===== src/rtl/mac_pkg.sv =====
// Shared types and arithmetic helpers for the matrix accumulator array.
package mac_pkg;

    typedef enum logic [0:0] {
        IDLE  = 1'b0,
        ACCUM = 1'b1
    } acc_state_e;

    // Internal working width for exact sums; ACC_WIDTH must stay below this.
    localparam int SUM_W         = 64;
    localparam int ACC_WIDTH_DEF = 24;

    function automatic logic signed [SUM_W-1:0] acc_max(input int acc_width);
        return (64'sd1 <<< (acc_width - 1)) - 64'sd1;
    endfunction

    function automatic logic signed [SUM_W-1:0] acc_min(input int acc_width);
        return -(64'sd1 <<< (acc_width - 1));
    endfunction

    localparam logic signed [SUM_W-1:0] ACC_MAX_DEF = acc_max(ACC_WIDTH_DEF);
    localparam logic signed [SUM_W-1:0] ACC_MIN_DEF = acc_min(ACC_WIDTH_DEF);

    // Returns {ovf, sum}; sum is the clamped or wrapped value, sign-extended to SUM_W.
    function automatic logic [SUM_W:0] sat_add(
        input logic signed [SUM_W-1:0] acc,
        input logic signed [SUM_W-1:0] din,
        input int                      acc_width,
        input logic                    saturate
    );
        logic signed [SUM_W-1:0] exact;
        logic signed [SUM_W-1:0] hi;
        logic signed [SUM_W-1:0] lo;
        logic signed [SUM_W-1:0] sum;
        logic                    ovf;
        int                      sh;
        exact = acc + din;
        hi    = acc_max(acc_width);
        lo    = acc_min(acc_width);
        ovf   = (exact > hi) || (exact < lo);
        sh    = SUM_W - acc_width;
        if (!ovf) begin
            sum = exact;
        end else if (saturate) begin
            sum = (exact > hi) ? hi : lo;
        end else begin
            sum = (exact <<< sh) >>> sh;
        end
        return {ovf, sum};
    endfunction

endpackage


===== src/rtl/matrix_accum_lane.sv =====
// One accumulator lane: adder, accumulator register and sticky overflow flag.
module matrix_accum_lane
    import mac_pkg::*;
#(
    parameter int DATA_WIDTH = 16,
    parameter int ACC_WIDTH  = 24,
    parameter int SATURATE   = 1
) (
    input  logic                        clock,
    input  logic                        reset,
    input  logic                        i_clear,
    input  logic                        i_add,
    input  logic                        i_close,
    input  logic signed [DATA_WIDTH-1:0] i_din,
    output logic signed [ACC_WIDTH-1:0]  o_sum_next,
    output logic                        o_ovf_next
);

    logic signed [ACC_WIDTH-1:0] r_acc;
    logic                        r_ovf;
    logic signed [SUM_W-1:0]     w_acc_ext;
    logic signed [SUM_W-1:0]     w_din_ext;
    logic [SUM_W:0]              w_res;
    logic                        w_unused_hi;

    assign w_acc_ext   = {{(SUM_W-ACC_WIDTH){r_acc[ACC_WIDTH-1]}}, r_acc};
    assign w_din_ext   = {{(SUM_W-DATA_WIDTH){i_din[DATA_WIDTH-1]}}, i_din};
    assign w_res       = sat_add(w_acc_ext, w_din_ext, ACC_WIDTH, SATURATE != 0);
    assign o_sum_next  = w_res[ACC_WIDTH-1:0];
    assign o_ovf_next  = r_ovf | w_res[SUM_W];
    // Upper bits only repeat the sign of an in-range result.
    assign w_unused_hi = ^w_res[SUM_W-1:ACC_WIDTH];

    always_ff @(posedge clock or posedge reset) begin
        if (reset) begin
            r_acc <= '0;
            r_ovf <= 1'b0;
        end else if (i_clear || (i_add && i_close)) begin
            r_acc <= '0;
            r_ovf <= 1'b0;
        end else if (i_add) begin
            r_acc <= o_sum_next;
            r_ovf <= o_ovf_next;
        end
    end

endmodule


===== src/rtl/matrix_accum_array.sv =====
// LANES-wide signed tile accumulator with valid/ready on both sides and a one-entry output register.
module matrix_accum_array
    import mac_pkg::*;
#(
    parameter int LANES      = 4,
    parameter int DATA_WIDTH = 16,
    parameter int ACC_WIDTH  = 24,
    parameter int SATURATE   = 1,
    parameter int MAX_BEATS  = 64,
    localparam int CW        = $clog2(MAX_BEATS + 1)
) (
    input  logic                          clock,
    input  logic                          reset,
    input  logic                          clear,
    input  logic                          in_valid,
    output logic                          in_ready,
    input  logic [LANES*DATA_WIDTH-1:0]   in_data,
    input  logic                          in_last,
    output logic                          out_valid,
    input  logic                          out_ready,
    output logic [LANES*ACC_WIDTH-1:0]    out_data,
    output logic [LANES-1:0]              out_ovf,
    output logic                          out_overrun,
    output logic [CW-1:0]                 beat_count
);

    acc_state_e                    r_state;
    acc_state_e                    w_state_next;
    logic [CW-1:0]                 r_beat_count;
    logic                          r_out_valid;
    logic [LANES*ACC_WIDTH-1:0]    r_out_data;
    logic [LANES-1:0]              r_out_ovf;
    logic                          r_out_overrun;
    logic                          w_accept;
    logic                          w_at_limit;
    logic                          w_close;
    logic [LANES*ACC_WIDTH-1:0]    w_sum_next;
    logic [LANES-1:0]              w_ovf_next;

    // The output register can take a new tile whenever it is empty or being drained this cycle.
    assign in_ready    = !r_out_valid || out_ready;
    assign w_accept    = in_valid && in_ready;
    assign w_at_limit  = (r_beat_count == CW'(MAX_BEATS - 1));
    assign w_close     = w_accept && (in_last || w_at_limit);

    assign out_valid   = r_out_valid;
    assign out_data    = r_out_data;
    assign out_ovf     = r_out_ovf;
    assign out_overrun = r_out_overrun;
    assign beat_count  = r_beat_count;

    for (genvar g = 0; g < LANES; g++) begin : g_lane
        matrix_accum_lane #(
            .DATA_WIDTH (DATA_WIDTH),
            .ACC_WIDTH  (ACC_WIDTH),
            .SATURATE   (SATURATE)
        ) u_lane (
            .clock      (clock),
            .reset      (reset),
            .i_clear    (clear),
            .i_add      (w_accept),
            .i_close    (w_close),
            .i_din      (in_data[g*DATA_WIDTH +: DATA_WIDTH]),
            .o_sum_next (w_sum_next[g*ACC_WIDTH +: ACC_WIDTH]),
            .o_ovf_next (w_ovf_next[g])
        );
    end

    always_ff @(posedge clock or posedge reset) begin
        if (reset) begin
            r_state <= IDLE;
        end else begin
            r_state <= w_state_next;
        end
    end

    always_comb begin
        w_state_next = r_state;
        if (clear) begin
            w_state_next = IDLE;
        end else if (w_close) begin
            w_state_next = IDLE;
        end else if (w_accept) begin
            w_state_next = ACCUM;
        end else begin
            w_state_next = r_state;
        end
    end

    always_ff @(posedge clock or posedge reset) begin
        if (reset) begin
            r_beat_count <= '0;
        end else if (clear || w_close) begin
            r_beat_count <= '0;
        end else if (w_accept) begin
            r_beat_count <= r_beat_count + CW'(1);
        end
    end

    // A closing beat refills the output even while the previous tile is popped at the same edge.
    always_ff @(posedge clock or posedge reset) begin
        if (reset) begin
            r_out_valid   <= 1'b0;
            r_out_data    <= '0;
            r_out_ovf     <= '0;
            r_out_overrun <= 1'b0;
        end else if (clear) begin
            r_out_valid   <= 1'b0;
            r_out_data    <= '0;
            r_out_ovf     <= '0;
            r_out_overrun <= 1'b0;
        end else if (w_close) begin
            r_out_valid   <= 1'b1;
            r_out_data    <= w_sum_next;
            r_out_ovf     <= w_ovf_next;
            r_out_overrun <= !in_last;
        end else if (r_out_valid && out_ready) begin
            r_out_valid   <= 1'b0;
        end
    end

endmodule

===== config.mk =====
export PLATFORM = sky130hd
export DESIGN_NAME = matrix_accum_array
export DESIGN_NICKNAME = d
export VERILOG_FILES = /design/src/rtl/mac_pkg.sv /design/src/rtl/matrix_accum_lane.sv /design/src/rtl/matrix_accum_array.sv
export SDC_FILE = /design/constraint.sdc
export NUM_CORES = 1
export LEC_CHECK = 0
export CAP_MARGIN = 0
export CELL_PAD_IN_SITES_DETAIL_PLACEMENT = 0
export CELL_PAD_IN_SITES_GLOBAL_PLACEMENT = 2
export CORE_MARGIN = 2
export CORE_UTILIZATION = 31
export CTS_CLUSTER_DIAMETER = 60
export DETAILED_ROUTE_END_ITERATION = 10
export HOLD_SLACK_MARGIN = 0.08
export PLACE_DENSITY = 0.77
export SLEW_MARGIN = 20
export SYNTH_ARGS = -nofsm -noshare
export SYNTH_HDL_FRONTEND = slang
export SYNTH_HIERARCHICAL = 1
export SYNTH_SLANG_ARGS = --single-unit

===== constraint.sdc =====
create_clock -name clock -period 3.5 [get_ports clock]
set_input_delay 0.875 -clock clock [delete_from_list [all_inputs] [get_ports clock]]
set_output_delay 0.875 -clock clock [all_outputs]
set_load 0.03 [all_outputs]

==> results.md, run 1 <==
* Status: finished, final reports clean
* Die W at 223.4 um
* Port bufs at 179
* Syn Inst Count at 1730
* Final setup fails at 0
* CTS Buf Count at 31
* Ports at 180
* Pins Over Slew Limit at 0
* Core Rows at 80
* Fin nets at 2408
* Crit-path max FO at 7
* WL final at 48580 um
* Layout cells sized above 1 at 27.81%
* YS warnings at 6
* Global placer's final weighted congestion at 0.8664
* Initial antenna violation count at 1
* TritonRoute pass-1 iters at 5
* Hold Slack at 0.4771 ns
* Die Y-Extent at 223.4 um
* # DRC at 0
* Clock slew at reported path FFs at 0.06 ns
* Period minus WS final at 3.410 ns
* Core area at 0.04765 sq mm
* Design Power at 13.70 mW
* Yosys top cell area share at 35.05%
* Comb pwr share at 54.7%
* Clock share of power at 23.2%
* ANT nets after route at 0
* Largest net degree at the start of global routing at 101
* Switching Share at 39.16%
* Fmax at 293.3 MHz
* Die Area at 0.04991 sq mm
* Async S/R FF share, synth at 100.0%
* Placed Instances at 2806
* Post-DR wirelength/cell at 16.89 um
* Clock Skew at 0.02121 ns
* Max-Cap Viols at 0
* LEAKAGE at 9.564 nW
* Synth cell types at 95
* Crit end category: flop
* CTS Hold Buffers Added at 0
* Clock buffer depth at 3
* P_sw at 5.366 mW
* Ant. Diodes at 0
* Int Pwr at 8.337 mW
* Slew headroom at 44.36%
* Via-per-instance ratio at 4.978
* Syn Area/Cell at 8.626 sq um
* Synth area leader: dfrtp_1
* Syn Nets at 1901
* Worst setup SP type: primary input
* Global-route wire length before repair at 78440 um
* Flop pwr share at 22.1%
* Tot GR Track Use at 19.23%
* CP arrival at 3.87 ns
* Sink Count at 209
* Most frequent cells in the layout: buf_4 (365), nand2_1 (348), dfrtp_1 (209)
* Post-synth EDFFs at 0
* Area Overhead vs Synth at 42.54%
* Most common cell after layout, fill and taps aside: buf_4
* Yosys reg bits at 209
* Vias in the first global route at 14670
* Routed vias at 14320
* Period utilization at 97.42%
* Max VDD drop at 0.0004336 V
* Hold crit path type: flop to flop
* Initial core utilization at 31.32%
* Data required time at the worst endpoint at 3.96 ns
* P per Cell Area at 644.2 mW/mm^2
* Critical path class: primary input to flop
* DRT iter0 DRCs at 622
* RSZ-0062 raised after global routing: yes
* H-Tree Level Count at 1
* Worst slew pin tran at 0.8346 ns
* Sequential share of the synthesized area at 35.05%
* Syn Std Cell Area at 0.01492 sq mm
* Final Hold Fails at 0
* Layout Cells excl Fill at 2877
* CTS tree: done
* Root Driver: clkbuf_16
* Remaining global-route overflow at 0
* Area contributors post-synth: dfrtp_1 (35%), nand2_1 (8.8%), ha_1 (8.1%)
* Flop2flop setup slack at 0.40 ns
* Detailed Place HPWL at 35580 um
* Prevailing post-synth register cell: dfrtp_1
* Worst skew pair latency at 0.59 ns
## registers in the layout (all words and copies together) (netlist names)
name,flops
g_lane.u_lane/r_acc,96
g_lane.u_lane/r_ovf,4
out_data,96
out_valid,1
out_ovf,4
out_overrun,1
beat_count,7
## kinds of logic after synthesis
logic type / synth area share, %
AO/OA/AOI/OAI: 26.07
flip-flops: 35.05
XOR/XNOR: 5.014
adder cells (fa/ha/maj): 11.55
multiplexers: 0.1342
AND/OR/NAND/NOR: 17.09
buffers and inverters: 5.106
## worst paths after layout
kind | startpoint | end | cells after the start
setup reg to reg | g_lane[2].u_lane/r_acc[0] | out_data[51] | 12
setup / recovery | in_data[31] | out_data[30] | 13
hold / removal | g_lane[0].u_lane/r_acc[6] | g_lane[0].u_lane/r_acc[6] | 2
max in group asynchronous | reset | out_data[57] | 3
hold reg to reg | g_lane[0].u_lane/r_acc[6] | g_lane[0].u_lane/r_acc[6] | 2
min in group asynchronous | reset | beat_count[6] | 2
## power by group through the flow
stage               clock (mW)  combinational (mW)  sequential (mW)
global route              3.38                8.26             3.08
finish                    3.17                7.50             3.03
CTS                       3.28                7.32             3.03
detailed placement           0                7.27             3.07
floorplan                    0                4.11             3.21
global placement             0                7.22             3.06
## worst max-delay path, cell delays in order
cell	delay, ns
clkdlybuf4s50_1	0.54
buf_4	0.20
ha_1	0.29
a21oi_1	0.17
o21ai_1	0.11
a211oi_1	0.27
nor2_1	0.09
or4_4	0.46
a2bb2oi_4	0.24
buf_12	0.16
maj3_1	0.35
nand2_2	0.07
a21oi_2	0.05
## area by class of cell
class | instances | area, sq um
Multi-Input combinational cell | 1387 | 9146
Clock buffer | 42 | 847.1
Timing Repair Buffer | 565 | 4922
Fill cell | 4652 | 26370
Sequential cell | 209 | 5230
Inverter | 43 | 170.2
Clock inverter | 16 | 186.4
Tap cell | 615 | 769.5
## per-stage QoR
| step | cell area (sq um) | utilization (%) | TNS (ns) | worst slack, ns |
|---|---|---|---|---|
| 6_report | 21270 | 44.65 | 0 | 0.09038 |
| 3_3_place_gp | 19930 | 41.83 | -97.08 | -0.6315 |
| 5_1_grt | 21270 | 44.65 | -0.01651 | -0.01005 |
| 4_1_cts | 20970 | 44.01 | 0 | 0.001922 |
| 3_5_place_dp | 19930 | 41.83 | -102.37 | -0.6846 |
| 2_1_floorplan | 14930 | - | 0 | 0.04372 |
## cells in the mapped netlist, types with 23 or more instances
master / instances
o21ai_0: 95
nor2_1: 102
ha_1: 97
inv_1: 41
xor2_1: 30
a21oi_2: 73
clkbuf_1: 34
dfrtp_1: 209
maj3_2: 23
o21ai_1: 36
xnor2_1: 48
buf_2: 29
nand2_1: 349
a21oi_1: 186
a21o_1: 26
## timing repair
| action | in CTS | in global routing |
|---|---|---|
| endpoints found under the hold margin | 0 | 0 |
| gates resized for setup | 0 | 43 |
| buffers inserted | 1 | 8 |
| pin swaps | 2 | 18 |
| gates cloned | 0 | 4 |
| setup endpoints to repair | 27 | 161 |
## metal layers
layer | vias to the layer above | part of all wire [%] | GRT usage, %
met5 | - | 0.021 | 0
met2 | 237 | 47 | 32.09
met3 | 49 | 4.1 | 2.805
li1 | 7169 | - | -
met1 | 6865 | 48 | 26.45
met4 | 2 | 1.6 | 3.978
Power figures use the tool's default switching activity.
==> run 2, diff against run 1 <==
Settings changed: CORE_UTILIZATION 31 to 35, PLACE_DENSITY 0.77 to 0.82.
Clock period 3.5 ns to 3.2 ns, I/O delays scaled along.
==> results.md, run 2 (synthesized netlist as in run 1, its figures left out) <==
* Clock Skew at 0.02037 ns (was 0.02121 ns)
* Die Area at 0.04431 sq mm (was 0.04991 sq mm)
* WL final at 48250 um (was 48580 um)
* Global placer's final weighted congestion at 0.8776 (was 0.8664)
* Fin nets at 2430 (was 2408)
* CP arrival at 3.63 ns (was 3.87 ns)
* Worst skew pair latency at 0.59 ns (about the same)
* Most common cell after layout, fill and taps aside: buf_4 (unchanged)
* Data required time at the worst endpoint at 3.71 ns (was 3.96 ns)
* Critical path depth at 14 (was 13)
* LEAKAGE at 9.886 nW (was 9.564 nW)
* Period minus WS final at 3.123 ns
* Fill count at 3994 (was 4652)
* Crit-path max FO at 9 (was 7)
* Crit Reg-Reg Endpoint: out_data[28] (was out_data[51])
* Ports at 180 (unchanged)
* Slew headroom at 46.74% (was 44.36%)
* Hold crit path type: flop to flop (unchanged)
* P_sw at 6.073 mW (was 5.366 mW)
* Sink Count at 209 (unchanged)
* Switching Share at 38.90% (was 39.16%)
* Routed vias at 14580 (was 14320)
* Global-route wire length before repair at 78450 um (was 78440 um)
* Largest net degree at the start of global routing at 101 (unchanged)
* Clock buffer depth at 3 (unchanged)
* Root Driver: clkbuf_16 (unchanged)
* Period utilization at 97.59%
* Most frequent cells in the layout: buf_4 (372), nand2_1 (347), dfrtp_1 (209) (was buf_4 (365), nand2_1 (348), dfrtp_1 (209))
* Vias in the first global route at 15040 (was 14670)
* Tot GR Track Use at 21.67% (was 19.23%)
* Worst flop-to-flop path startpoint: g_lane[1].u_lane/r_acc[0] (was g_lane[2].u_lane/r_acc[0])
* Clock slew at reported path FFs at 0.05 ns (was 0.06 ns)
* Detailed Place HPWL at 34800 um (was 35580 um)
* Crit end category: flop (unchanged)
* Die Y-Extent at 210.5 um (was 223.4 um)
* Int Pwr at 9.540 mW (was 8.337 mW)
* Remaining global-route overflow at 0 (unchanged)
* Top delay family on crit path: buffers and inverters (unchanged)
* Ant. Diodes at 0 (unchanged)
* Final setup fails at 0 (unchanged)
* Die W at 210.5 um (was 223.4 um)
* Core Rows at 75 (was 80)
* Final Hold Fails at 0 (unchanged)
* CP peak stage delay at 0.41 ns (was 0.54 ns)
* Critical path class: primary input to flop (unchanged)
* Reg2Reg Depth at 14 (was 12)
* Flop pwr share at 21.5% (was 22.1%)
* Hold Slack at 0.4791 ns (was 0.4771 ns)
* TritonRoute pass-1 iters at 5 (unchanged)
* Max VDD drop at 0.0003560 V (was 0.0004336 V)
* Status: finished, final reports clean (unchanged)
* Fmax at 320.2 MHz
* ANT nets after route at 0 (unchanged)
* Clock share of power at 22.8% (was 23.2%)
* Area Overhead vs Synth at 47.29% (was 42.54%)
* DRT iter0 DRCs at 759 (was 622)
* CP max stage cell: clkdlybuf4s50_1 (unchanged)
* Layout cells sized above 1 at 31.04% (was 27.81%)
* Initial antenna violation count at 0 (was 1)
* Bufs and invs on worst path at 6 (was 3)
* Flop2flop setup slack at 0.14 ns (was 0.40 ns)
* Via-per-instance ratio at 5.168 (was 4.978)
* CP cell instances: clkdlybuf4s50_1, ha_1, buf_4, nor3_1, or3_4, o31ai_4, a21oi_4, o31ai_4, buf_4, buf_6, inv_4, nor3_4, buf_12, a221o_1 (was clkdlybuf4s50_1, buf_4, ha_1, a21oi_1, o21ai_1, a211oi_1, nor2_1, or4_4, a2bb2oi_4, buf_12, maj3_1, nand2_2, a21oi_2)
* Worst slack at placement at -1.067 ns (was -0.6846 ns)
* Worst setup SP type: primary input (unchanged)
* H-Tree Level Count at 1 (unchanged)
* Crit path to: g_lane[3].u_lane/r_acc[5] (was out_data[30])
* CTS Buf Count at 31 (unchanged)
* Design Power at 15.61 mW (was 13.70 mW)
* Port bufs at 179 (unchanged)
* Pins Over Slew Limit at 0 (unchanged)
* Final WS setup at 0.07723 ns (was 0.09038 ns)
* Post-DR wirelength/cell at 17.11 um (was 16.89 um)
* # DRC at 0 (unchanged)
* Max-Cap Viols at 0 (unchanged)
* CTS Hold Buffers Added at 0 (unchanged)
* CTS tree: done (unchanged)
* Comb pwr share at 55.8% (was 54.7%)
* Initial core utilization at 35.50% (was 31.32%)
* Worst slew pin tran at 0.7972 ns (was 0.8346 ns)
* Critical path origin: in_data[54] (was in_data[31])
* P per Cell Area at 710.3 mW/mm^2 (was 644.2 mW/mm^2)
* Core area at 0.04204 sq mm (was 0.04765 sq mm)
run 2: how the worst min path moves through the flow:
stage                                     from                         end  cells past startpoint
detailed placement  g_lane[1].u_lane/r_acc[16]  g_lane[1].u_lane/r_acc[16]                      2
global placement    g_lane[3].u_lane/r_acc[13]  g_lane[3].u_lane/r_acc[13]                      2
finish              g_lane[0].u_lane/r_acc[10]  g_lane[0].u_lane/r_acc[10]                      2
CTS                 g_lane[1].u_lane/r_acc[16]  g_lane[1].u_lane/r_acc[16]                      2
floorplan            g_lane[0].u_lane/r_acc[7]   g_lane[0].u_lane/r_acc[7]                      1
global route        g_lane[1].u_lane/r_acc[12]  g_lane[1].u_lane/r_acc[12]                      2
run 2: stage by stage:
step / utilization [%] / setup TNS (ns) / area [sq um] / std cells
detailed placement: 47.60 / -149.60 / 20010 / 2734
floorplan: - / -0.8796 / 15070 / 1730
CTS: 50.94 / -0.009476 / 21410 / 2805
global placement: 47.60 / -143.33 / 20010 / 2734
global route: 52.28 / -0.1407 / 21980 / 2820
finish: 52.28 / 0 / 21980 / 2820
run 2: cell type report:
class	count	area, sq um	area share [%]
Clock buffer	38	832.0	3.786
Clock inverter	17	224.0	1.019
Inverter	43	170.2	0.7742
Multi-Input combinational cell	1390	9698	44.12
Sequential cell	209	5230	23.79
Tap cell	539	674.4	3.068
Timing Repair Buffer	584	5151	23.44
run 2: what timing repair did:
action,CTS,global route
buffers inserted,13,12
resized for setup,45,87
gates cloned,5,3
setup endpoints to repair,165,167
pin swaps,25,50
run 2: worst min-delay path, delay by kind of cell, from the launching register on:
family / cells / cell delay (ns)
and+or+nand+nor: 1 / 0.04
AOI/OAI and AO/OA: 1 / 0.06
DFF: 1 / 0.34
run 2: power groups by stage:
stage / Combinational, mW / Clock (mW) / Sequential [mW]
finish: 8.71 / 3.56 / 3.35
global route: 9.51 / 3.77 / 3.40
CTS: 8.31 / 3.64 / 3.34
detailed placement: 8.02 / 0 / 3.37
global placement: 7.95 / 0 / 3.36
floorplan: 4.57 / 0 / 3.52
run 2: routing by layer:
| layer | wire [um] | GRT usage [%] | vias up |
|---|---|---|---|
| met5 | 0 | 0 | - |
| met4 | 903 | 3.837 | 0 |
| met3 | 2070 | 3.531 | 59 |
| met2 | 23180 | 37.50 | 261 |
| met1 | 22090 | 28.83 | 7036 |
| li1 | - | - | 7219 |
==> RTL change 1, RTL diff (settings of run 2) <==
Change the parameter `MAX_BEATS` from 64 to 128.
--- a/src/rtl/matrix_accum_array.sv
+++ b/src/rtl/matrix_accum_array.sv
@@ -6,7 +6,7 @@
     parameter int DATA_WIDTH = 16,
     parameter int ACC_WIDTH  = 24,
     parameter int SATURATE   = 1,
-    parameter int MAX_BEATS  = 64,
+    parameter int MAX_BEATS  = 128,
     localparam int CW        = $clog2(MAX_BEATS + 1)
 ) (
     input  logic                          clock,
Ports: changed (resized beat_count); port bits go from 180 to 181. The function was not compared with the original's and may differ.
==> RTL change 1 against run 2 <==
  * Utilization is 0.46 points lower
  * Sequential share of layout area decreased by 0.26 points
  * Synthesized cell count increased by 1.4%
  * Total power down 10%
  * Routed wire length is 4.6% higher
  * Synthesized area is 2.4% higher
  * Count of clock-buffer cells in the layout rose by 1
  * Setup slack got worse by 0.029 ns
  * Cell area grew 1.6%
  * Sequential cell count increased by 1
  * Maximum frequency down 0.92%
  * Die area rose by 2.3%
  * Global-route usage rose by 0.30 points
  * Critical path type unchanged
  * Largest cell class unchanged
==> RTL change 1: results (changes against run 2) <==
| Metric | Value |
|---|---|
| Run status | finished, final reports clean (unchanged) |
| Sequential share of cell area | 23.5% (was 23.8%) |
| Mux share of post-synthesis cell area | 0.131% (was 0.134%) |
| P_seq | 3.29 mW (was 3.35 mW) |
| Compound-cell area share of the yosys netlist | 26.9% (was 26.1%) |
| Adder-cell share of the synthesized area | 11.3% (was 11.5%) |
| Met2 Usage GRT | 37.6% (was 37.5%) |
| DRT Wirelength | 50500 microns (was 48200 microns) |
| Placer congestion estimate | 0.879 (was 0.878) |
| Placed cell areas | 20400 sq um (was 20000 sq um) |
| First-pass GRT wire length | 80700 microns (was 78400 microns) |
| Worst Clk Skew | 0.0133 ns (was 0.0204 ns) |
| Wire length on met3 | 2240 microns (was 2070 microns) |
| Largest delay share family, worst path | compound AO/OA/AOI/OAI gates (was buffers and inverters) |
| Buffering overhead | 23.3% (was 23.4%) |
| 1st-iter DRT viols | 858 (was 759) |
| Total nets after synthesis | 1926 (was 1901) |
| Register area share after synthesis | 34.4% (was 35.0%) |
| Fillers | 4036 (was 3994) |
| Vias per inst | 5.27 (was 5.17) |
| CP max FO | 10 (was 9) |
| Critical Path AT | 3.60 ns (was 3.63 ns) |
| Maximum vdd drop | 0.384 mV (was 0.356 mV) |
| Number of non-clock inverters | 44 (was 43) |
| Internal Pwr Total | 8.62 mW (was 9.54 mW) |
| Non-clk bufs | 595 (was 584) |
| Clock buf/inv share | 4.70% (was 4.80%) |
| Cts repair resizes | 55 (was 45) |
| Final core utilization | 51.8% (was 52.3%) |
| R2R Setup Slk | 0.10 ns (was 0.14 ns) |
| Reg2reg path depth | 11 (was 14) |
| Number of multi-input combinational cells | 1392 (was 1390) |
RTL change 1: cell count changes in the layout (fill, tap and decap cells not counted), sizes merged, moves of 7 or more:
cell and delta:
dlygate4sd2 +7, buf +10, o21ai +98, dlymetal6s2s -9, nand2 -200, nand3b +101
RTL change 1: worst min path at each step:
stage                                           from                          to  slack (ns)  cells past startpoint
after floorplan            g_lane[0].u_lane/r_acc[7]   g_lane[0].u_lane/r_acc[7]        0.45                      1
after global placement    g_lane[1].u_lane/r_acc[12]  g_lane[1].u_lane/r_acc[12]        0.47                      2
after detailed placement  g_lane[0].u_lane/r_acc[23]  g_lane[0].u_lane/r_acc[23]        0.47                      2
after CTS                 g_lane[0].u_lane/r_acc[23]  g_lane[0].u_lane/r_acc[23]        0.49                      2
after global routing      g_lane[0].u_lane/r_acc[21]  g_lane[0].u_lane/r_acc[21]        0.51                      2
final                     g_lane[0].u_lane/r_acc[23]  g_lane[0].u_lane/r_acc[23]        0.48                      2
==> RTL change 2, RTL diff (settings of run 2) <==
Without the edit above. Put one more register stage on the output `beat_count`. The value now appears one clock later. The other outputs are not delayed to match.
--- a/src/rtl/matrix_accum_array.sv
+++ b/src/rtl/matrix_accum_array.sv
@@ -47,7 +47,9 @@
     assign out_data    = r_out_data;
     assign out_ovf     = r_out_ovf;
     assign out_overrun = r_out_overrun;
-    assign beat_count  = r_beat_count;
+    always_ff @(posedge clock) begin
+        beat_count <= r_beat_count;
+    end
 
     for (genvar g = 0; g < LANES; g++) begin : g_lane
         matrix_accum_lane #(
Function: changed (Yosys sat finds a counterexample within 4 cycles, from zero or initial values and one cycle with reset high).
==> RTL change 2 against run 2 <==
  * Routed wire length increased by 7.7%
  * Critical path depth decreased by 1
  * Cell count increased by 3.0%
  * Synthesized area increased by 7.1%
  * Total power decreased by 6.2%
  * Setup slack got worse by 0.052 ns
  * Cell area increased by 4.8%
  * Sequential cell count increased by 7
  * Clock power increased by 3%
  * Sequential share of layout area decreased by 0.48 points
  * Count of clock-buffer cells in the layout increased by 2
  * Hold slack got worse by 0.11 ns
==> RTL change 2: results (changes against run 2) <==
| Metric | Value |
|---|---|
| CTS Root Cell | clkbuf_16 (unchanged) |
| Clock transition at path regs | 0.06 ns |
| Run status | finished, final reports clean (unchanged) |
| Clock Latency Late Sink | 0.57 ns (was 0.59 ns) |
| Drt wl/cell | 17.9 microns (was 17.1 microns) |
| Yosys warnings | 6 (unchanged) |
| Ys flop type | dfrtp_1 (unchanged) |
| Area contributors post-synth | dfrtp_1 33%, ha_1 7.6%, a21oi_1 5.6% (was dfrtp_1 35%, nand2_1 8.8%, ha_1 8.1%) |
| Placer congestion estimate | 0.881 (was 0.878) |
| Worst Clk Skew | 0.0112 ns (was 0.0204 ns) |
| Antenna cells | 0 (unchanged) |
| TritonRoute pass-1 iters | 4 (was 5) |
| Critical Path AT | 3.62 ns (was 3.63 ns) |
| Maximum vdd drop | 0.460 mV (was 0.356 mV) |
| Max Root-Sink Buffers | 3 (unchanged) |
| Hold buffer count at CTS | 0 (unchanged) |
| First-pass GRT wire length | 83600 microns (was 78400 microns) |
| Layout cells sized above 1 | 35.2% (was 31.0%) |
| Total CTS buffers | 31 (unchanged) |
| Initial antenna violation count | 2 (was 0) |
| CP max FO | 9 (unchanged) |
| Hold-critical path depth | 0 (was 2) |
| Count of different cell masters after synthesis | 97 (was 95) |
| Register area share after synthesis | 33.6% (was 35.0%) |
| Total nets after synthesis | 1929 (was 1901) |
| Fin nets | 2454 (was 2430) |
| Largest net degree at the start of global routing | 63 (was 101) |
| Cells after synthesis | 1758 (was 1730) |
| Reg2reg path depth | 12 (was 14) |
| Buffers on Ports | 179 (unchanged) |
| Worst Hold Class | reg -> reg (unchanged) |
| Final Max Tran Viols | 0 (unchanged) |
| Area of the core | 45200 sq um (was 42000 sq um) |
| Via count | 15100 (was 14600) |
| DRT Wirelength | 52000 microns (was 48200 microns) |
| Post-DP HPWL | 37400 microns (was 34800 microns) |
| Number of global-route vias before repair | 15500 (was 15000) |
| GRT Util Overall | 21.7% (about the same) |
| Synth cell count leaders | 209 x dfrtp_1, 178 x a21oi_1, 157 x nand2_1, 127 x o21ai_1 (was 349 x nand2_1, 209 x dfrtp_1, 186 x a21oi_1, 102 x nor2_1, 97 x ha_1) |
| Number of placed cells counting well taps | 2821 (was 2734) |
| CTS HTree Levels | 1 (unchanged) |
| Ys async rst share | 96.8% (was 100%) |
| Leak | 10.1 nW (was 9.89 nW) |
| Headroom to the max-slew limit | 47.6% (was 46.7%) |
| 1st-iter DRT viols | 801 (was 759) |
==> RTL change 2: area by class of cell <==
cell class                      instances  area [sq um]
Timing Repair Buffer                  604          5350
Fill cell                            4250         22200
Inverter                               43           175
Clock buffer                           40           890
Tap cell                              600           751
Multi-Input combinational cell       1387         10300
Clock inverter                         16           215
Sequential cell                       216          5370
==> RTL change 2: path summary, 6_finish.rpt <==
check	startpoint	end	slack (ns)
worst min-delay path	r_beat_count[6]	beat_count[6]	0.37
min in group asynchronous	reset	g_lane[3].u_lane/r_ovf	0.83
worst max-delay path	in_data[61]	g_lane[3].u_lane/r_acc[3]	0.03
worst max register to register	g_lane[3].u_lane/r_acc[14]	g_lane[3].u_lane/r_acc[3]	0.17
worst min register to register	r_beat_count[6]	beat_count[6]	0.37
max in group asynchronous	reset	out_data[35]	1.63
==> RTL change 2: kinds of logic (layout without fill, tap and decap cells) <==
| kind of cell | count (synthesis) | after routing | synth area share, % |
|---|---|---|---|
| DFF | 216 | 216 | 33.6 |
| muxes | 2 | 2 | 0.125 |
| and+or+nand+nor | 484 | 484 | 16.7 |
| adders and majority gates | 141 | 141 | 10.8 |
| AOI/OAI and AO/OA | 674 | 676 | 27.6 |
| buffers and inverters | 157 | 703 | 6.37 |
| xor gates and xnor gates | 84 | 84 | 4.79 |
==> RTL change 2: per-stage QoR <==
step,area (sq um),power [mW],setup slack (ns),util [%]
global route,23000,15.6,-0.0402,51.0
CTS,22400,14.4,-0.00893,49.6
detailed placement,21200,10.5,-0.705,46.9
global placement,21200,10.4,-0.678,46.9
finish,23000,14.6,0.0253,51.0
floorplan,16200,7.57,-0.0407,-
==> RTL change 2: per-layer routing <==
metal	GRT usage, %	share of wire [%]	vias to the layer above
li1	-	-	7444
met1	29.6	47	7330
met2	36.0	47	297
met3	3.54	4.4	68
met4	4.79	1.8	4
met5	0	0.054	-
==> RTL change 2: where the power goes <==
| part | internal, mW | switching, mW |
|---|---|---|
| sequential | 3.10 | 0.273 |
| clock | 2.29 | 1.38 |
| combinational | 3.66 | 3.94 |
==> RTL change 2: repair_timing <==
action | in CTS | in global routing
gates resized for setup | 28 | 87
pin swaps | 17 | 60
cloned | 3 | 4
setup endpoints to repair | 106 | 186
hold endpoints to repair | 0 | 0
buffers inserted | 1 | 23
==> RTL change 2: critical path, cell delays in order <==
cell and delay [ns]:
clkdlybuf4s50_1 0.42, ha_2 0.19, a21o_1 0.17, a21o_1 0.21, a21bo_1 0.23, a311o_1 0.36
a41oi_4 0.29, buf_6 0.16, xor2_4 0.19, buf_12 0.14, nor3_4 0.05, buf_12 0.14
a221o_1 0.26
